File: src/rtl/ext_mem_frame_reader.sv
// Raster-order window reader for the external pixel memory. It issues one read per
// cycle under credit control and streams pixels with frame and line markers.
module ext_mem_frame_reader #(
    parameter int ADDR_W = 16,
    parameter int DATA_W = 8,
    parameter int DIM_W  = 9
) (
    input  logic              clk,
    input  logic              rst,
    input  logic              start,
    input  logic              abort,
    input  logic [ADDR_W-1:0] cfg_base,
    input  logic [DIM_W-1:0]  cfg_width,
    input  logic [DIM_W-1:0]  cfg_height,
    input  logic [ADDR_W-1:0] cfg_stride,
    output logic              mem_rd_en,
    output logic [ADDR_W-1:0] mem_addr,
    input  logic [DATA_W-1:0] mem_rdata,
    output logic [DATA_W-1:0] pix_data,
    output logic              pix_valid,
    input  logic              pix_ready,
    output logic              pix_sof,
    output logic              pix_eol,
    output logic              pix_eof,
    output logic              busy,
    output logic              done
);

    typedef enum logic [1:0] {IDLE, ISSUE, DRAIN} state_t;

    typedef struct packed {
        logic              sof;
        logic              eol;
        logic              eof;
        logic [DATA_W-1:0] data;
    } entry_t;

    state_t            state_q, state_d;
    logic [ADDR_W-1:0] row_q, row_d;
    logic [ADDR_W-1:0] stride_q, stride_d;
    logic [DIM_W-1:0]  width_q, width_d;
    logic [DIM_W-1:0]  height_q, height_d;
    logic [DIM_W-1:0]  x_q, x_d;
    logic [DIM_W-1:0]  y_q, y_d;
    logic              busy_q, busy_d;
    logic              done_q, done_d;
    logic              infl_q, infl_d;
    logic [2:0]        infl_mk_q, infl_mk_d;
    entry_t            fifo_q [2];
    entry_t            fifo_d [2];
    logic              wr_ptr_q, wr_ptr_d;
    logic              rd_ptr_q, rd_ptr_d;
    logic [1:0]        count_q, count_d;

    entry_t head;
    logic   pop, push, rd, last_x, last_y, credit_ok;

    assign head      = fifo_q[rd_ptr_q];
    assign pix_valid = (count_q != 2'd0);
    assign pix_data  = head.data;
    assign pix_sof   = pix_valid & head.sof;
    assign pix_eol   = pix_valid & head.eol;
    assign pix_eof   = pix_valid & head.eof;
    assign busy      = busy_q;
    assign done      = done_q;

    assign pop    = pix_valid & pix_ready;
    assign push   = infl_q;
    assign last_x = (x_q == width_q - 1'b1);
    assign last_y = (y_q == height_q - 1'b1);
    // Buffered plus in-flight entries, less this cycle's pop, must leave room for one more.
    assign credit_ok = ({1'b0, count_q} + {2'b00, infl_q}) < (3'd2 + {2'b00, pop});
    assign rd        = (state_q == ISSUE) && !abort && credit_ok;

    assign mem_rd_en = rd;
    assign mem_addr  = row_q + ADDR_W'(x_q);

    always_comb begin
        // NOTE: every next-state signal gets its hold value first, so no path infers a latch.
        state_d   = state_q;
        row_d     = row_q;
        stride_d  = stride_q;
        width_d   = width_q;
        height_d  = height_q;
        x_d       = x_q;
        y_d       = y_q;
        busy_d    = busy_q;
        done_d    = 1'b0;
        infl_d    = rd;
        infl_mk_d = {(x_q == '0) && (y_q == '0), last_x, last_x && last_y};
        fifo_d    = fifo_q;
        wr_ptr_d  = wr_ptr_q;
        rd_ptr_d  = rd_ptr_q;
        count_d   = count_q + {1'b0, push} - {1'b0, pop};

        if (push) begin
            fifo_d[wr_ptr_q] = '{sof: infl_mk_q[2], eol: infl_mk_q[1], eof: infl_mk_q[0],
                                 data: mem_rdata};
            wr_ptr_d = ~wr_ptr_q;
        end
        if (pop) begin
            rd_ptr_d = ~rd_ptr_q;
        end

        case (state_q)
            IDLE: begin
                if (start && !abort) begin
                    if (cfg_width != '0 && cfg_height != '0) begin
                        row_d    = cfg_base;
                        stride_d = cfg_stride;
                        width_d  = cfg_width;
                        height_d = cfg_height;
                        x_d      = '0;
                        y_d      = '0;
                        busy_d   = 1'b1;
                        state_d  = ISSUE;
                    end else begin
                        done_d = 1'b1;
                    end
                end
            end
            ISSUE: begin
                if (rd) begin
                    if (last_x) begin
                        x_d   = '0;
                        y_d   = y_q + 1'b1;
                        row_d = row_q + stride_q;
                        if (last_y) begin
                            state_d = DRAIN;
                        end
                    end else begin
                        x_d = x_q + 1'b1;
                    end
                end
            end
            DRAIN: begin
                if (pop && head.eof) begin
                    done_d  = 1'b1;
                    busy_d  = 1'b0;
                    state_d = IDLE;
                end
            end
            default: state_d = IDLE;
        endcase

        if (state_q != IDLE && abort) begin
            state_d  = IDLE;
            busy_d   = 1'b0;
            done_d   = 1'b0;
            infl_d   = 1'b0;
            count_d  = 2'd0;
            wr_ptr_d = 1'b0;
            rd_ptr_d = 1'b0;
        end
    end

    // NOTE: state uses non-blocking assignments so every register samples pre-edge values.
    always_ff @(posedge clk or posedge rst) begin
        if (rst) begin
            state_q   <= IDLE;
            row_q     <= '0;
            stride_q  <= '0;
            width_q   <= '0;
            height_q  <= '0;
            x_q       <= '0;
            y_q       <= '0;
            busy_q    <= 1'b0;
            done_q    <= 1'b0;
            infl_q    <= 1'b0;
            infl_mk_q <= '0;
            wr_ptr_q  <= 1'b0;
            rd_ptr_q  <= 1'b0;
            count_q   <= 2'd0;
            // NOTE: the two buffer entries are reset so pix_data reads 0 out of reset.
            for (int i = 0; i < 2; i++) begin
                fifo_q[i] <= '0;
            end
        end else begin
            state_q   <= state_d;
            row_q     <= row_d;
            stride_q  <= stride_d;
            width_q   <= width_d;
            height_q  <= height_d;
            x_q       <= x_d;
            y_q       <= y_d;
            busy_q    <= busy_d;
            done_q    <= done_d;
            infl_q    <= infl_d;
            infl_mk_q <= infl_mk_d;
            wr_ptr_q  <= wr_ptr_d;
            rd_ptr_q  <= rd_ptr_d;
            count_q   <= count_d;
            fifo_q    <= fifo_d;
        end
    end

endmodule

File: config.mk
export PLATFORM = sky130hd
export DESIGN_NAME = ext_mem_frame_reader
export DESIGN_NICKNAME = d
export VERILOG_FILES = /design/src/rtl/ext_mem_frame_reader.sv
export SDC_FILE = /design/constraint.sdc
export NUM_CORES = 1
export LEC_CHECK = 0
export BUFFER_PORTS_ARGS = -buffer_cell sky130_fd_sc_hd__buf_4
export CELL_PAD_IN_SITES_DETAIL_PLACEMENT = 0
export CELL_PAD_IN_SITES_GLOBAL_PLACEMENT = 1
export CORE_MARGIN = 1.5
export CORE_UTILIZATION = 45
export CTS_CLUSTER_DIAMETER = 150
export DETAILED_ROUTE_END_ITERATION = 8
export PLACE_DENSITY = 0.85
export SLEW_MARGIN = 5
export SYNTH_ARGS = -nofsm -noshare
export SYNTH_HDL_FRONTEND = slang
export SYNTH_SLANG_ARGS = --single-unit
File: constraint.sdc
create_clock -name clk -period 8.31 [get_ports clk]
set_input_delay 0.4155 -clock clk [delete_from_list [all_inputs] [get_ports clk]]
set_output_delay 0.4155 -clock clk [all_outputs]
set_load 0.02 [all_outputs]
Word-level counts from Yosys, hierarchy flattened. Index checks and enable logic that the tools add are counted.

$add $sub $neg: 10. Multipliers: 0. Div/mod/pow operators: 0. Magnitude comparators: 4. Eq/ne operators: 14. Shifts and indexed selects: 0. Multiplexer cells: 43. Bitwise gates (word level): 8. Reduce and logical (&&, ||, !) cells: 26.

Operator list (number): $mux 16 (4); $mux 9 (6); $mux 11 (4); $pmux 9 s2 (2); $pmux 16 s2 (1); $bwmux 22 (1); $add 9x1->9 const B (2); $eq 9x9->1 (2); $logic_not 9->1 (2); $reduce_bool 9->1 (2); $sub 9x1->9 const B (2); $add 16x16->16 (1); $add 16x9->16 (1); $mux 2 (8); $mux 1 (13); $demux 11 s1 (1); $reduce_bool 2->1 (5); $logic_and 1x1->1 (9); $ne 3x2->1 const B (3); $ne 3x3->1 const B (3); $ne 2x2->1 const B (4); $reduce_and 4->1 (2); $pmux 2 s3 (1); $reduce_and 6->1 (1); other kinds (18) (25).

Bits in registers: 102. Bits in latches: 0. Memory bits (writable): 0. Memory bits (read-only): 0. Input port bits: 63. Output and inout bits: 31. Word-level logic and storage cells: 127. Memories: 0.

Longest topological paths before layout. Gate-level depths: netlist of run 1.

Depth after elaboration: 8. Depth in mapped cells: 11. Mapped depth without buffers: 10.

Least setup slack after synthesis of run 1. No wires, ideal clock.

Path kind: flip-flop to output port. Start point: reg x_q[1]. End point: out mem_addr[12]. Arrival: 2278 ps. Required time: 7895 ps. Slack: 5617 ps. Cell stages (with the launch flop): 10. Buffers on the path: 0. Path through: dfrtp_1 > inv_1 > fa_1 > nor2b_1 > o21ai_0 > a21boi_0 > o21bai_1 > a21oi_1 > nand3_1 > xnor2_1.

Word-level cells in the longest chain between the ends: 1.

Ends and longest elaborated chain: start, declared (line 43) `logic [DIM_W-1:0] x_q, x_d;`; start signal, assigned (line 165) `x_q <= '0;`; start signal, assigned (line 184) `x_q <= x_d;`; $add 16x9->16 (line 76) `assign mem_addr = row_q + ADDR_W'(x_q);`; end, declared (line 17) `output logic [ADDR_W-1:0] mem_addr,`.

No other way between the ends.

Final worst setup path of run 1.
Start point: reg x_q[0]. End point: out mem_addr[12].

The elaborated chain is that of the path after synthesis.

==> results of run 1 <==
state kept, by name, indices dropped and copies added (netlist names), 2 cells and up:
register,flops
x_q,9
count_q,2
state_q,2
row_q,16
infl_mk_q,3
fifo_q,22
height_q,9
stride_q,16
y_q,9
width_q,9
cell usage in the layout, fill, tap and decap left out, types with 2 or more instances in the layout:
cell type    n
nor3_1      17
clkbuf_16    9
o211ai_1     4
nor2b_1      8
dfrtp_1    102
inv_8        2
and2_1       2
o31ai_1      4
nor3b_1      7
o311ai_0     2
o22ai_1      2
nand4_1      6
xnor2_1     35
nand2_1    161
o21ai_0     35
fa_1         2
o21a_1       8
nor2_1      53
buf_4       96
mux2_2      23
nand3_1     17
xor2_1      26
o31a_1       2
mux2i_1      8
a21o_1       4
a21boi_0     2
a31o_2       4
inv_6        4
a21oi_1     19
inv_1       30
a31oi_1      9
ha_1        34
and3_1       3
or4_1        2
or3_1        5
nand2b_1     9
nor4_1       8
a211oi_1     2
a211o_1      2
cells by family after synthesis:
logic type	Yosys count	share of synthesized area (%)
simple gates	307	22.1
compound gates	110	11.6
flops	102	41.0
xor+xnor	61	8.57
buf+inv	57	3.81
fa+ha+maj	36	7.47
mux	31	5.44
layout make-up:
cell class / count / area, um^2
clock buffer: 9 / 225
tap: 176 / 220
clock inverter: 7 / 62.6
inverter: 32 / 123
multi-input combinational: 545 / 3450
timing repair buffer: 96 / 721
fill: 1244 / 6040
sequential: 102 / 2550
cell usage after synthesis, types with 5 or more instances:
library cell  instances  area (um^2)
clkbuf_1             17         63.8
nor2b_1               8         50.1
nand3_1              17         85.1
nand2_1             161          604
nor3_1               17         85.1
nand2b_1              9         56.3
a21oi_1              19         95.1
ha_1                 34          425
dfrtp_1             102         2550
inv_1                31          116
nand4_1               6         37.5
nor4_1                8         50.1
or3_1                 5         31.3
mux2i_1               8         80.1
nor2_1               53          199
a31oi_1               9         56.3
mux2_2               23          259
o21ai_0              35          175
buf_2                 5         25.0
xnor2_1              35          307
o21a_1                8         60.1
xor2_1               26          228
nor3b_1               7         52.6
worst max path at each step:
stage                       from            to  slack, ns  depth (start not counted)
after global placement    x_q[0]  mem_addr[14]       5.24                         11
after CTS                 x_q[0]  mem_addr[12]       4.73                         11
after detailed placement  x_q[0]  mem_addr[12]       5.16                         11
final                     x_q[0]  mem_addr[12]       4.72                         11
after floorplan              rst          busy       5.22                          1
after global routing      x_q[0]  mem_addr[12]       4.39                         11
stage by stage:
stage / total power [mW] / utilization [%]
6_report: 2.13 / 54.9
3_3_place_gp: 1.68 / 52.8
5_1_grt: 2.29 / 54.9
2_1_floorplan: 1.42 / -
3_5_place_dp: 1.71 / 52.8
4_1_cts: 2.14 / 54.9
critical path: cells and delay by family (launching register included):
family | cells | cell delay (ns)
AO/OA/AOI/OAI | 4 | 0.99
adder cells (fa/ha/maj) | 2 | 0.63
flip-flops | 1 | 0.52
AND/OR/NAND/NOR | 2 | 0.28
buffers and inverters | 2 | 0.23
XOR/XNOR | 1 | 0.18
power groups by stage:
stage / logic, mW / registers [mW] / clock network, mW
floorplan: 0.707 / 0.709 / 0
global placement: 0.933 / 0.752 / 0
detailed placement: 0.957 / 0.758 / 0
CTS: 0.965 / 0.749 / 0.430
global route: 1.07 / 0.770 / 0.447
finish: 0.958 / 0.750 / 0.418
per-layer routing:
layer  share of wire [%]  global-route usage, %  vias to the layer above
met5                   0                      0                        -
met3                 3.3                   3.21                       28
met1                  45                   27.8                     2513
met2                  48                   36.5                      102
met4                 3.2                   10.8                        0
li1                    -                      -                     2571
==> flow_summary_export.csv, run 1 <==
group,metric,value,unit
critical_path,required,7.89,ns
routing,antenna_left,0,
timing,finalSetupViolCount,0,
timing,hold_viol_final,0,
routing,first_iter_violations,267,
clock_tree,clkLatencyLatePin,0.36,ns
critical_path,cp-end-kind,"primary output",
floorplan,die-width,121,um
floorplan,ios,94,
clock_tree,numClockSinks,102,
power,pwr-share-seq,35.3,%
timing,skew,0.00619,ns
critical_path,criticalPathCategory,"reg -> out",
critical_path,worstPathMaxFanout,9,
power,clockPowerShare,19.7,%
power,ir_drop,0.111,mV
placed_design,gp_congestion,0.807,
timing,max_freq,0.279,GHz
timing,period_share,43.2,%
critical_path,cp.arrival,3.17,ns
critical_path,worstRegToRegCells,9,
grt,antenna_found_initial,0,
clock_tree,tritoncts,"yes",
finish,fin_cells,967,
timing,drv_slew,0,
timing,period_minus_slack,3.59,ns
logic_synthesis,async_flop_share,100,%
floorplan,core,0.0134,mm^2
critical_path,reg2reg_slack,5.29,ns
logic_synthesis,syn-num-nets,803,
power,switching_share,39.7,%
placed_design,placed_cell_area,0.00707,mm^2
grt,grt_usage,21.9,%
power,leakagePower,3.52,nW
timing,postLayoutSetupSlackWorst,4.72,ns
clock_tree,cts_max_path_buffers,2,
power,switchingPower,844,uW
routing,drt-total-wl,14900,um
critical_path,r2r_end,"row_q[15]",
placed_design,port_buffers,93,
critical_path,worst_path_max_delay_cell,"dfrtp_1",
routing,firstDrtPassIters,4,
placed_design,dp.cells,951,
floorplan,initial_core_util,46.5,%
clock_tree,h-tree-depth,3,
outcome,status,"finished, final reports clean",
job,maxCapViolCount,0,
routing,vias,5214,
finish,fin_area,0.00736,mm^2
logic_synthesis,yosys_warnings,0,
routing,post_drt_wl_per_cell,15.4,um
clock_tree,post_cts_buffers,0,
clock_tree,clk_pin_slew,0.07,ns
routing,drc,0,
logic_synthesis,ys_types,61,
finish,drive_gt1_share,18.7,%
floorplan,placementRows,42,
finish,final_nets,885,
logic_synthesis,synthCells,704,
logic_synthesis,ys.flop_type,"dfrtp_1",
critical_path,max_stage_delay,0.52,ns
critical_path,path_cells,"ha_1 > inv_1 > fa_1 > nor2b_1 > o21ai_0 > a21boi_0 > o21bai_1 > a21oi_1 > nand3_1 > xnor2_1 > buf_4",
grt,grt_overflow,0,
critical_path,crit_path_start_kind,"flop",
placed_design,dp_hpwl,10900,um
timing,max_slew_margin,39.4,%
grt,grt_pass1_wl,25200,um
timing,hold_ws,0.0574,ns
clock_tree,holdBufCountCts,0,
logic_synthesis,synth_edf_count,0,
clock_tree,cts_root_buf,"clkbuf_16",
clock_tree,cts_buffers,9,
floorplan,die_h,121,um
hold_path,min_path_type,"in -> async",
finish,antenna_cells,0,
grt,grt_max_degree,73,
power,power.internal,1.28,mW
power,p_comb_share,45.1,%
placed_design,dp_slack,5.16,ns
finish,syn_to_final_growth,18.0,%
clock_tree,cts_resized,0,
timing,fin_setup_tns,0,ns
timing,rsz0062_at_grt,"false",
timing,worst_pin_slew,0.909,ns
logic_synthesis,ys_seq_elements,102,
logic_synthesis,netlist_area,0.00623,mm^2
floorplan,die_area,0.0146,mm^2
power,power.density,289,mW/mm^2
routing,viasPerCell,5.39,
grt,grt_pass1_vias,5344,
logic_synthesis,synth_area_per_cell,8.85,um^2
critical_path,r2r-start,"width_q[0]",
logic_synthesis,ys_seq_area_share,41.0,%
(Power assumes the default switching activity.)
==> run 2: changes to the inputs <==
--- a/config.mk
+++ b/config.mk
@@ -9,10 +9,10 @@
 export CELL_PAD_IN_SITES_DETAIL_PLACEMENT = 0
 export CELL_PAD_IN_SITES_GLOBAL_PLACEMENT = 1
 export CORE_MARGIN = 1.5
-export CORE_UTILIZATION = 45
+export CORE_UTILIZATION = 44
 export CTS_CLUSTER_DIAMETER = 150
 export DETAILED_ROUTE_END_ITERATION = 8
-export PLACE_DENSITY = 0.85
+export PLACE_DENSITY = 0.83
 export SLEW_MARGIN = 5
 export SYNTH_ARGS = -nofsm -noshare
 export SYNTH_HDL_FRONTEND = slang
==> constraint.sdc (replaced) <==
create_clock -name clk -period 3.4 [get_ports clk]
set_input_delay 0.17 -clock clk [delete_from_list [all_inputs] [get_ports clk]]
set_output_delay 0.17 -clock clk [all_outputs]
set_load 0.02 [all_outputs]
==> flow_summary_export.csv, run 2 (synthesized netlist as in run 1, its figures left out) <==
group,metric,value,unit
outcome,status,"finished, final reports clean",
clock_tree,tritoncts,"yes",
hold_path,min_path_cells,3,
critical_path,crit_path_start_kind,"flop",
timing,worst_pin_slew,0.972,ns
timing,period_minus_slack,3.13,ns
routing,firstDrtPassIters,4,
critical_path,worstRegToRegCells,9,
hold_path,min_to,"stride_q[2]",
clock_tree,numClockSinks,102,
timing,drv_slew,0,
power,power.density,700,mW/mm^2
finish,final_common_cell,"nand2_1",
finish,fin_area,0.00751,mm^2
timing,hold_viol_final,0,
placed_design,port_buffers,93,
placed_design,placed_cell_area,0.00710,mm^2
finish,syn_to_final_growth,20.5,%
critical_path,r2r-start,"width_q[0]",
floorplan,placementRows,43,
finish,drive_gt1_share,18.8,%
critical_path,r2r_end,"y_q[3]",
routing,drc,0,
power,clockPowerShare,20.4,%
finish,final_nets,899,
routing,viasPerCell,5.30,
routing,antenna_left,0,
clock_tree,clk_pin_slew,0.07,ns
critical_path,cp.arrival,2.96,ns
floorplan,die-width,122,um
routing,drt-total-wl,15100,um
floorplan,core,0.0138,mm^2
finish,largest_reg_flops,22,
grt,antenna_found_initial,0,
finish,final_cell_mix,"nand2_1 (161), dfrtp_1 (102), buf_4 (99)",
grt,grt_pass1_wl,24900,um
grt,grt_overflow,0,
critical_path,cp-end-kind,"primary output",
critical_path,worstPathMaxFanout,9,
floorplan,die_h,122,um
hold_path,holdCritStartpoint,"cfg_stride[2]",
clock_tree,cts_root_buf,"clkbuf_16",
placed_design,gp_congestion,0.854,
power,pwr-share-seq,34.8,%
floorplan,die_area,0.0149,mm^2
critical_path,criticalPathCategory,"reg -> out",
clock_tree,clkLatencyLatePin,0.36,ns
timing,hold_ws,0.00617,ns
finish,largest_register,"fifo_q",
power,switchingPower,2.05,mW
timing,period_share,92.1,%
power,p_comb_share,44.8,%
timing,max_freq,0.319,GHz
power,switching_share,39.0,%
job,maxCapViolCount,0,
floorplan,initial_core_util,45.1,%
timing,rsz0062_at_grt,"false",
grt,grt_max_degree,46,
finish,antenna_cells,0,
power,ir_drop,0.484,mV
power,leakagePower,3.58,nW
power,power.internal,3.21,mW
finish,n_fill_cell,1290,
clock_tree,cts_buffers,9,
finish,top_regs,"fifo_q x22, row_q x16, stride_q x16",
grt,grt_usage,21.3,%
critical_path,reg2reg_slack,0.59,ns
routing,vias,5217,
critical_path,required,3.23,ns
timing,max_slew_margin,35.1,%
clock_tree,h-tree-depth,3,
routing,first_iter_violations,242,
timing,finalSetupViolCount,0,
timing,skew,0.0113,ns
clock_tree,cts_max_path_buffers,2,
grt,grt_pass1_vias,5165,
timing,fin_setup_tns,0,ns
hold_path,min_path_type,"in -> reg",
routing,post_drt_wl_per_cell,15.3,um
floorplan,ios,94,
placed_design,dp_hpwl,11100,um
-- run 2: critical path, cell delays in order, from the launching register on --
cell	delay [ns]
dfrtp_1	0.52
ha_1	0.23
inv_1	0.05
fa_1	0.40
nor2b_1	0.12
o21ai_0	0.10
a21boi_1	0.30
o21bai_1	0.15
a21oi_2	0.25
nand3_1	0.14
xnor2_1	0.18
buf_4	0.17
-- run 2: power by group through the flow --
stage	Sequential (mW)	Clock [mW]	Combinational, mW
2_1_floorplan	1.73	0	1.73
3_3_place_gp	1.83	0	2.29
3_5_place_dp	1.85	0	2.33
4_1_cts	1.83	1.10	2.36
5_1_grt	1.88	1.14	2.60
6_report	1.83	1.07	2.35
-- run 2: stage by stage --
stage          power [mW]  util, %  worst slack (ns)  instances
3_5_place_dp         4.19     51.3             0.428        958
2_1_floorplan        3.46        -             0.555        704
5_1_grt              5.63     54.3            0.0446        984
3_3_place_gp         4.12     51.3             0.572        958
6_report             5.26     54.3             0.269        984
4_1_cts              5.29     54.3            0.0215        984
-- run 2: worst max path at each step --
stage	startpoint	to	cells after the start
after floorplan	rst	busy	1
after detailed placement	x_q[0]	mem_addr[12]	11
after global placement	x_q[0]	mem_addr[14]	11
final	x_q[0]	mem_addr[12]	11
after CTS	x_q[0]	mem_addr[12]	11
after global routing	x_q[0]	mem_addr[12]	11
-- run 2: layout make-up --
cell class | count | area (um^2) | area share, %
repair buffers | 110 | 853 | 11.4
multi-input cells | 545 | 3460 | 46.0
inverters | 32 | 123 | 1.63
clock buffers | 9 | 225 | 3.00
clock inverters | 6 | 76.3 | 1.02
well taps | 180 | 225 | 3.00
flip-flops and latches | 102 | 2550 | 34.0
-- run 2: layer usage --
metal / GRT usage, % / routed length, um / up-vias
li1: - / - / 2586
met1: 27.9 / 7010 / 2529
met2: 35.8 / 7430 / 93
met3: 2.72 / 478 / 9
met4: 7.87 / 168 / 0
met5: 0 / 0 / -
-- run 2: repair_timing --
action / 4_1_cts / 5_1_grt
endpoints found under the hold margin: 53 / 0
endpoints found under the setup margin: 0 / 3
gates resized for setup: 0 / 2
buffers inserted: 0 / 0
hold buffers: 11 / 0
==> run 3: changes to the inputs <==
--- a/config.mk
+++ b/config.mk
@@ -9,10 +9,11 @@
 export CELL_PAD_IN_SITES_DETAIL_PLACEMENT = 0
 export CELL_PAD_IN_SITES_GLOBAL_PLACEMENT = 1
 export CORE_MARGIN = 1.5
-export CORE_UTILIZATION = 44
+export CORE_UTILIZATION = 45
+export CTS_BUF_LIST = sky130_fd_sc_hd__clkbuf_8
 export CTS_CLUSTER_DIAMETER = 150
 export DETAILED_ROUTE_END_ITERATION = 8
-export PLACE_DENSITY = 0.83
+export PLACE_DENSITY = 0.85
 export SLEW_MARGIN = 5
 export SYNTH_ARGS = -nofsm -noshare
 export SYNTH_HDL_FRONTEND = slang
==> flow_summary_export.csv, run 3 (synthesized netlist as in run 1, its figures left out) <==
group,metric,value,unit
power,leakagePower,3.67,nW
finish,top_regs,"fifo_q x22, row_q x16, stride_q x16",
finish,largest_register,"fifo_q",
finish,regArea,0.00255,mm^2
grt,grt_pass1_vias,5316,
routing,post_drt_wl_per_cell,15.0,um
clock_tree,clk_pin_slew,0.10,ns
timing,finalSetupViolCount,0,
floorplan,die_area,0.0146,mm^2
grt,grt_pass1_wl,25600,um
clock_tree,cts_max_path_buffers,2,
grt,grt_max_degree,83,
grt,grt_overflow,0,
power,switchingPower,2.00,mW
finish,final_nets,931,
power,pwr-share-seq,36.6,%
finish,final_cell_mix,"nand2_1 (161), dfrtp_1 (102), buf_4 (100)",
critical_path,cp.arrival,2.92,ns
timing,worst_pin_slew,1.03,ns
finish,syn_to_final_growth,23.9,%
finish,drive_gt1_share,18.3,%
timing,rsz0062_at_grt,"false",
placed_design,gp_congestion,0.855,
timing,hold_viol_final,0,
critical_path,reg2reg_slack,0.52,ns
clock_tree,clkLatencyLatePin,0.39,ns
grt,grt_usage,22.1,%
timing,period_minus_slack,3.09,ns
floorplan,placementRows,42,
critical_path,r2r_end,"y_q[3]",
critical_path,r2r-start,"width_q[0]",
floorplan,die-width,121,um
finish,largest_reg_flops,22,
routing,antenna_left,0,
clock_tree,numClockSinks,102,
clock_tree,h-tree-depth,3,
critical_path,required,3.23,ns
finish,multi_input_area,0.00346,mm^2
power,power.internal,2.99,mW
floorplan,initial_core_util,46.5,%
routing,drc,0,
finish,n_fill_cell,1233,
grt,antenna_found_initial,0,
clock_tree,cts_buffers,9,
routing,drt-total-wl,15200,um
floorplan,ios,94,
critical_path,cp-startpoint,"x_q[0]",
outcome,status,"finished, final reports clean",
critical_path,crit_path_start_kind,"flop",
critical_path,crit_end,"mem_addr[12]",
critical_path,worstRegToRegCells,9,
clock_tree,tritoncts,"yes",
timing,drv_slew,0,
hold_path,min_path_type,"in -> async",
critical_path,criticalPathCategory,"reg -> out",
power,clockPowerShare,15.7,%
routing,firstDrtPassIters,4,
power,power.density,647,mW/mm^2
critical_path,worstPathMaxFanout,9,
placed_design,dp.cells,955,
finish,antenna_cells,0,
placed_design,dp_hpwl,10900,um
timing,fin_setup_tns,0,ns
critical_path,cp-end-kind,"primary output",
routing,viasPerCell,5.24,
timing,max_freq,0.323,GHz
floorplan,core,0.0134,mm^2
job,maxCapViolCount,0,
clock_tree,cts_root_buf,"clkbuf_8",
power,switching_share,40.1,%
clock_tree,post_cts_buffers,0,
placed_design,port_buffers,93,
timing,skew,0.00746,ns
routing,first_iter_violations,242,
finish,fin_cells,1013,
timing,period_share,90.9,%
power,p_comb_share,47.7,%
floorplan,die_h,121,um
finish,final_common_cell,"nand2_1",
timing,max_slew_margin,31.6,%
routing,vias,5312,
power,ir_drop,0.424,mV
## run 3: metrics by stage
step	hold slack [ns]	util, %	total power [mW]	cell area, um^2	setup slack, ns
final	0.00672	57.6	5.00	7720	0.309
after global routing	0.0223	57.6	5.38	7720	0.0391
after CTS	0.00517	57.6	5.04	7720	0.0464
after detailed placement	0.363	53.0	4.19	7100	0.508
after global placement	0.359	53.0	4.13	7100	0.585
after floorplan	0.275	-	3.46	6230	0.555
## run 3: timing repair
item                                   4_1_cts  5_1_grt
setup endpoints to repair                    0        3
endpoints found under the hold margin       43        0
hold buffers                                42        0
gates resized for setup                      0        2
## run 3: worst max-delay path: stages (launching register included)
cell	delay (ns)
dfrtp_1	0.53
ha_1	0.23
inv_1	0.06
fa_1	0.39
nor2b_1	0.12
o21ai_0	0.10
a21boi_1	0.26
o21bai_1	0.14
a21oi_2	0.26
nand3_1	0.13
xnor2_1	0.15
buf_4	0.16
## run 3: routing by layer
layer  vias up  track usage, %  part of all wire [%]
li1       2662               -                     -
met1      2502            28.1                    45
met2       126            37.3                    48
met3        22            4.95                   4.5
met4         0            7.28                   2.1
met5         -               0                     0
## run 3: worst min-delay path by stage
stage	startpoint	to
4_1_cts	cfg_height[0]	height_q[0]
2_1_floorplan	mem_rdata[0]	fifo_q[11]
3_3_place_gp	cfg_stride[5]	stride_q[5]
5_1_grt	cfg_height[0]	height_q[0]
3_5_place_dp	cfg_stride[8]	stride_q[8]
6_report	rst	width_q[4]
## run 3: layout make-up
cell class | count | share of cell area [%]
clock buffers | 9 | 1.60
clock inverters | 7 | 0.956
inverters | 32 | 1.59
multi-input cells | 545 | 44.8
flip-flops and latches | 102 | 33.1
well taps | 176 | 2.85
repair buffers | 142 | 15.2
## run 3: power by group through the flow
stage,Clock (mW),Combinational (mW),Sequential [mW]
finish,0.787,2.38,1.83
global route,0.860,2.64,1.88
CTS,0.812,2.40,1.83
detailed placement,0,2.34,1.85
global placement,0,2.29,1.84
floorplan,0,1.73,1.73
